<file path="src/rtl/prime_streamer.sv">
// prime_streamer: sequences go/ready requests to the prime generator, buffers results in a FIFO and streams num primes
// Define PRIME_STREAMER_CHECK_EN to reject any generator result not above the last pushed prime.
module prime_streamer #(
  parameter int WIDTH_LOG      = 4,
  parameter int FIFO_DEPTH_LOG = 2,
  parameter int CNT_WIDTH      = 16
) (
  input  logic                      clk,
  input  logic                      rst,
  input  logic                      start,
  input  logic [CNT_WIDTH-1:0]      num,
  output logic                      busy,
  output logic                      done,
  output logic                      error,
  output logic                      gen_go,
  input  logic                      gen_ready,
  input  logic                      gen_error,
  input  logic [(1<<WIDTH_LOG)-1:0] gen_res,
  output logic                      out_valid,
  input  logic                      out_ready,
  output logic [(1<<WIDTH_LOG)-1:0] out_data
);
  localparam int W = 1 << WIDTH_LOG;
  localparam int D = 1 << FIFO_DEPTH_LOG;
  typedef enum logic [2:0] {IDLE, ISSUE, GO_HOLD, WAIT, DRAIN} state_t;
  state_t state_q, state_d;
  logic busy_q, busy_d, done_q, done_d, error_q, error_d, gen_go_q, gen_go_d;
  logic [CNT_WIDTH-1:0] num_q, num_d, issued_q, issued_d, popped_q, popped_d;
  logic [W-1:0] mem_q [D];
  logic [W-1:0] mem_d [D];
  logic [W-1:0] hold_q, hold_d;
  logic [FIFO_DEPTH_LOG-1:0] wr_q, wr_d, rd_q, rd_d;
  logic [FIFO_DEPTH_LOG:0] cnt_q, cnt_d;
  logic push, pop, final_pop, bad_res;
`ifdef PRIME_STREAMER_CHECK_EN
  logic [W-1:0] last_q, last_d;
  assign bad_res = gen_res <= last_q;
`else
  assign bad_res = 1'b0;
`endif
  assign busy      = busy_q;
  assign done      = done_q;
  assign error     = error_q;
  assign gen_go    = gen_go_q;
  assign out_valid = cnt_q != '0;
  // hold_q keeps the last popped head so out_data is stable while empty
  assign out_data  = out_valid ? mem_q[rd_q] : hold_q;
  assign pop       = out_valid && out_ready;
  assign final_pop = busy_q && pop && (popped_q + 1'b1 == num_q);
  always_comb begin
    state_d  = state_q;
    busy_d   = busy_q;
    done_d   = 1'b0;
    error_d  = error_q;
    gen_go_d = 1'b0;
    num_d    = num_q;
    issued_d = issued_q;
    popped_d = pop ? popped_q + 1'b1 : popped_q;
    push     = 1'b0;
    case (state_q)
      IDLE: if (start && !error_q) begin
        num_d    = num;
        issued_d = '0;
        popped_d = '0;
        done_d   = num == '0;
        state_d  = num == '0 ? IDLE : ISSUE;
        busy_d   = num != '0;
      end
      ISSUE: if (issued_q != num_q && !cnt_q[FIFO_DEPTH_LOG]) begin
        gen_go_d = 1'b1;
        issued_d = issued_q + 1'b1;
        state_d  = GO_HOLD;
      end else if (issued_q == num_q) begin
        state_d = DRAIN;
      end
      GO_HOLD: state_d = WAIT;
      WAIT: if (gen_ready) begin
        error_d = gen_error || bad_res;
        push    = !(gen_error || bad_res);
        busy_d  = !(gen_error || bad_res);
        state_d = (gen_error || bad_res) ? IDLE : ISSUE;
      end
      DRAIN: state_d = DRAIN;
      default: state_d = IDLE;
    endcase
    if (final_pop) begin
      done_d  = 1'b1;
      busy_d  = 1'b0;
      state_d = IDLE;
    end
    mem_d = mem_q;
    if (push) mem_d[wr_q] = gen_res;
    wr_d   = push ? wr_q + 1'b1 : wr_q;
    rd_d   = pop ? rd_q + 1'b1 : rd_q;
    cnt_d  = push ? (pop ? cnt_q : cnt_q + 1'b1) : (pop ? cnt_q - 1'b1 : cnt_q);
    hold_d = pop ? mem_q[rd_q] : hold_q;
  end
`ifdef PRIME_STREAMER_CHECK_EN
  assign last_d = push ? gen_res : last_q;
  always_ff @(posedge clk) last_q <= rst ? '0 : last_d;
`endif
  always_ff @(posedge clk) begin
    if (rst) begin
      state_q  <= IDLE;
      busy_q   <= 1'b0;
      done_q   <= 1'b0;
      error_q  <= 1'b0;
      gen_go_q <= 1'b0;
      num_q    <= '0;
      issued_q <= '0;
      popped_q <= '0;
      mem_q    <= '{default: '0};
      hold_q   <= '0;
      wr_q     <= '0;
      rd_q     <= '0;
      cnt_q    <= '0;
    end else begin
      state_q  <= state_d;
      busy_q   <= busy_d;
      done_q   <= done_d;
      error_q  <= error_d;
      gen_go_q <= gen_go_d;
      num_q    <= num_d;
      issued_q <= issued_d;
      popped_q <= popped_d;
      mem_q    <= mem_d;
      hold_q   <= hold_d;
      wr_q     <= wr_d;
      rd_q     <= rd_d;
      cnt_q    <= cnt_d;
    end
  end
endmodule
</file>
<file path="config.mk">
export PLATFORM = sky130hd
export DESIGN_NAME = prime_streamer
export DESIGN_NICKNAME = d
export VERILOG_FILES = /design/src/rtl/prime_streamer.sv
export SDC_FILE = /design/constraint.sdc
export NUM_CORES = 1
export LEC_CHECK = 0
export ABC_AREA = 0
export CAP_MARGIN = 25
export CORE_ASPECT_RATIO = 0.8
export CORE_MARGIN = 5
export CORE_UTILIZATION = 47
export DETAILED_ROUTE_END_ITERATION = 16
export PLACE_DENSITY_LB_ADDON = 0.2
export SETUP_SLACK_MARGIN = 0.5
export SLEW_MARGIN = 20
export SYNTH_ARGS = -nofsm -noshare
export SYNTH_HDL_FRONTEND = slang
export SYNTH_SLANG_ARGS = --single-unit
</file>
<file path="constraint.sdc">
create_clock -name clk -period 3.6 [get_ports clk]
set_input_delay 0.72 -clock clk [delete_from_list [all_inputs] [get_ports clk]]
set_output_delay 0.72 -clock clk [all_outputs]
set_load 0.005 [all_outputs]
</file>
# == Word-level counts from Yosys, hierarchy flattened ==
# Cells that the tools add are included.
# op_classes
add_sub_neg,6
multipliers,0
div,0
magnitude_cmp,3
eq_ne,12
n_shift,0
mux,32
bitwise_logic,3
n_reduce_logical,24
# ops
cell,count
two-way mux 16 bit,9
bitwise mux 64 bit,1
adder 16 x 1 -> 16 bit (second input constant),2
binary-select mux 16 bit (select 2 bit),1
demux 16 bit (select 2 bit),1
equality test 16 bit,2
one-hot mux 16 bit (2 select lines),1
two-way mux 3 bit,7
logical NOT 16 bit,1
inequality test 16 bit,1
nonzero test 16 bit,1
one-hot mux 3 bit (5 select lines),1
two-way mux 1 bit,10
AND reduction 3 bit,3
inequality test 2 bit (second input constant),4
equality test 3 x 2 -> 1 bit (second input constant),2
>= comparator 3 bit (second input constant),2
logical AND 1 bit,6
NOT 2 -> 3 bit,2
AND reduction 2 bit,3
nonzero test 2 bit,3
adder 2 x 1 -> 2 bit (second input constant),2
OR reduction 2 bit,2
adder 3 x 1 -> 3 bit (second input constant),1
other kinds (10),12
# totals
register_bits,142
latchBits,0
mem_bits_rw,0
mem_bits_ro,0
inputBits,38
output_inout_bits,21
memories,0

# == Longest topological paths before layout ==
# depth
depth_word,6
depth_mapped,10
mapped_depth_nobuf,9

# == Least setup slack after synthesis ==
# No wires, ideal clock.
# synth_timing
path_kind,register to output
start,reg rd_q[0]
end,out out_data[10]
arrival_ns,1.660
t_required_ns,2.880
path_slack_ns,1.220
stages_incl_launch_ff,5
path_cell_list,dfxtp_1 > buf_2 > buf_2 > mux4_2 > mux2_2
# synth_via
elab_chain_len,5
# synth_lines
element,line,source
"start, declared",32,"logic [FIFO_DEPTH_LOG-1:0] wr_q, wr_d, rd_q, rd_d;"
"start signal, assigned",129,rd_q <= rd_d;
NOT 2 -> 3 bit (not written as such),47,assign out_data = out_valid ? mem_q[rd_q] : hold_q;
binary-select mux 16 bit (select 2 bit),47,
two-way mux 16 bit (not written as such) (2 in a row),47,
two-way mux 16 bit,47,
"end, declared",21,output logic [(1<<WIDTH_LOG)-1:0] out_data
# Every way passes these cells. The select of a mux whose other input is x is not followed.

# == Worst setup path after layout ==
# layout_timing
start,reg rd_q[0]
end,out out_data[5]
# The elaborated chain is that of the path after synthesis.

==> results by stage <==
Synthesis:
- The post-synthesis cell type count is 45.
- The mapped netlist covers 6590 sq um.
- After synthesis, the mean cell area works out to 8.28 sq um.
- The count of warnings emitted by yosys is 0.
- The prevailing post-synth register cell is dfxtp_1.
- The synthesized design contains 0 enable-type register cells.
- The part of the Yosys area used for sequential elements is 0.431.
- The number of storage elements in the synthesis netlist is 142.
- Synthesis produced 796 cells.
- The share of synthesized registers carrying an async set or reset is 0.
- The number of nets in the synthesized netlist is 841.

Placement:
- The HPWL reported at the end of detailed placement is 11600 microns.
- The worst setup slack after placement is 710 ps.
- Buffers placed on the I/O ports in this run total 58.
- After detailed placement, the design holds a cell count of 997.
- The final weighted congestion in routability-driven placement is 0.892.

Die:
- Pin placement for this block handled 59 I/O pins.
- The die covers 16500 sq um.
- For this configuration, the core starts out at a cell density of 0.483.
- The horizontal die dimension is 142 microns.
- The vertical extent of the die is 116 microns.
- The floorplan row count is 38.
- The core box area is 13600 sq um.

Worst setup path:
- The critical path crosses 4 cells after its start point.
- The worst setup path is of the flip-flop to output pin kind.
- Data arrives at the worst endpoint at 2290 ps.
- The timing startpoint of the critical path is rd_q[0].
- Along the worst path, the maximum fanout reaches 11.
- The sort of element at the start of the critical path is a flip-flop.
- The worst reg-to-reg path cell count is 8.
- The worst register-to-register path begins at popped_q[0].
- Walking the worst path, the cells encountered are buf_6, mux4_2, mux2_2, clkdlybuf4s50_1.
- The slowest library cell on the worst path is mux4_2.
- The largest single stage delay on the critical path is 580 ps.
- The worst setup path is captured at an output pin.
- The critical path's top delay family is multiplexers.
- The number of buffers and inverters on the critical path is 2.
- For the worst setup path, the data required time is 2880 ps.

Worst hold path:
- The path class of the lowest-slack min-delay path is flip-flop to flip-flop.
- The startpoint of the lowest-slack hold path is hold_q[8].
- The worst hold path was traced through 2 stages.

STA:
- Setup repair after global routing left no endpoint under its margin.
- The highest attainable clock frequency is 332 MHz.
- The final number of max-transition violations is 0.
- In this run the tightest slew margin relative to its limit is 0.449.
- For the pin with the worst max-slew slack, the measured transition is 827 ps.
- The final worst-path cycle share is 0.837.
- Setup slack on the critical path of the routed design comes to 588 ps.
- Setup violations remaining at the end of the flow were counted as 0.
- The final number of hold-violating endpoints is 0.
- On the final layout, the worst clock skew is 9.90 ps.
- Adding up every negative setup slack in the final design gives 0 ps.
- For the finished layout, the period the worst path requires is 3010 ps.

Finish:
- The net count of the finished layout is 881.
- In the final layout, the multi-input gates occupy 3530 sq um.
- The final core utilization is 0.584.
- The fraction of final layout cells with drive strength greater than 1 is 0.100.
- After the flow finishes, the layout carries non-filler instances totaling 1029.
- Compared with the post-synthesis result, the final layout area differs by 20.8%.
- The number of filler instances in the final layout is 1173.
- The antenna diode count is 0.
- The combined flip-flop and latch cell area is 2840 sq um.

Job:
- The max capacitance violation total is 0.

Global routing:
- The number of antenna violations at the first check in global routing is 0.
- The number of global-route vias before repair is 5547.
- The first global-routing pass estimated 27800 microns of wire.
- The global-route met1 utilization is 0.298.
- Across every metal layer, demand over resource in global routing totals 0.214.
- For met2 alone, demand over resource in global routing was 0.329.
- The total overflow left after global routing is 0.
- The global-route track usage on met3 is 0.0553.
- The busiest metal layer after global routing is met2.
- The maximum number of pins on one net before global-route repair is 70.

Power and ir drop:
- The overall power consumption is 4690 uW.
- The analysis attributes to cell leakage a power of 0.00277 uW.
- The worst-case IR drop observed on VDD is 427 uV.
- The power per cell area is 589 nW/um^2.

Routing:
- After detailed routing, the number of vias per cell comes to 5.51.
- The average detailed-routed wire length per instance is 16.6 microns.
- The total number of vias is 5665.
- For this block, the initial DRC count from the detailed router was 561.
- The first detailed-routing pass ran for 5 iterations.
- The post-detailed-route DRC marker count is 0.
- After detailed routing, the total wire length is 17100 microns.
- The post-route antenna net violation count is 0.

Clock network:
- The clock edge transition at the registers on the reported setup and hold paths is 60 ps.
- The H-tree was split into 4 levels.
- The number of sinks handled by clock tree synthesis is 142.
- TritonCTS built the clock tree.
- In this run the deepest clock path goes through 2 buffers.
- The number of clock buffers inserted by TritonCTS is 17.
- The clock latency of the later-clocked register in the worst-skew pair is 420 ps.
- The clock root buffer master is clkbuf_16.
- Post-CTS timing repair inserted 0 buffers for setup.

Status:
- The flow ran to the end, and the final reports show no timing, DRC or antenna violations.
[synthesized netlist by cell type (4+ instances only)]
cell	number	area, sq um
nand2_1	224	841
dfxtp_1	142	2840
a21oi_1	116	581
clkbuf_1	41	154
nor2_1	39	146
xor2_1	33	289
xnor2_1	27	236
mux2_2	16	180
mux4_2	16	360
or3_1	13	81.3
and3_1	11	68.8
nand3_1	11	55.1
nand4_1	11	68.8
nor4_1	10	62.6
and2_1	8	50.1
nor3_1	8	40.0
buf_2	6	30.0
ha_1	6	75.1
inv_1	6	22.5
mux2i_1	6	60.1
o21ai_0	6	30.0
o21ai_1	6	30.0
nand2b_1	4	25.0
[tightest hold or removal path, stage by stage, from the launching register on]
cell,delay [ps]
dfxtp_1,300
nand2_1,50
a21oi_1,50
[worst paths after layout]
kind	to	slack [ps]
min	hold_q[8]	450
max reg2reg	busy	1040
max	out_data[5]	590
min reg2reg	hold_q[8]	450
[placed cells by master, fill, tap and decap left out, types with 8 or more instances in the layout]
| master | n |
|---|---|
| nand2_1 | 224 |
| dfxtp_1 | 141 |
| a21oi_1 | 116 |
| clkdlybuf4s50_1 | 57 |
| nor2_1 | 39 |
| xor2_1 | 33 |
| xnor2_1 | 27 |
| clkbuf_16 | 17 |
| mux4_2 | 16 |
| mux2_2 | 16 |
| or3_1 | 13 |
| buf_4 | 12 |
| nand3_1 | 11 |
| and3_1 | 11 |
| nand4_1 | 11 |
| nor4_1 | 10 |
| and2_1 | 8 |
| nor3_1 | 8 |
[state kept, by name, summed over array words and instances, names as in the netlist, 2 cells and up]
register / cells
hold_q: 16
issued_q: 16
mem_q: 64
popped_q: 16
state_q: 3
cnt_q: 3
rd_q: 2
wr_q: 2
num_q: 16
[cell type report]
class | instances | share of cell area
Multi-Input combinational cell | 599 | 0.444
Sequential cell | 142 | 0.357
Timing Repair Buffer | 70 | 0.0844
Clock buffer | 21 | 0.0603
Tap cell | 180 | 0.0283
Clock inverter | 11 | 0.0233
Inverter | 6 | 0.00283
[logic make-up (layout without fill, tap and decap cells)]
kind of cell,after synthesis,in the layout,share of synthesized area
compound gates,138,138,0.111
xor+xnor,60,60,0.0797
fa+ha+maj,7,7,0.0144
buf+inv,55,108,0.0325
flops,142,142,0.431
mux,38,38,0.0911
simple gates,356,356,0.240
[repair_timing]
item / 4_1_cts / 5_1_grt
hold buffers: 0 / 0
setup endpoints to repair: 4 / 8
gates resized for setup: 1 / 1
[per-layer routing]
layer | up-vias | part of all wire
met2 | 176 | 0.45
met5 | - | 0
met1 | 2683 | 0.47
met3 | 24 | 0.064
met4 | 0 | 0.013
li1 | 2782 | -
[through the flow]
step	cell area (sq um)	hold slack, ps
final	7960	452
after detailed placement	7290	444
after global routing	7960	469
after floorplan	6590	433
after CTS	7960	452
after global placement	7290	438
[power breakdown]
group | switching, uW | leakage, uW | internal (uW)
registers | 94.6 | 0.00115 | 1640
logic | 585 | 0.00130 | 402
clock network | 663 | 0.000325 | 1300
total | 1340 | 0.00277 | 3340
(Power assumes the default switching activity.)
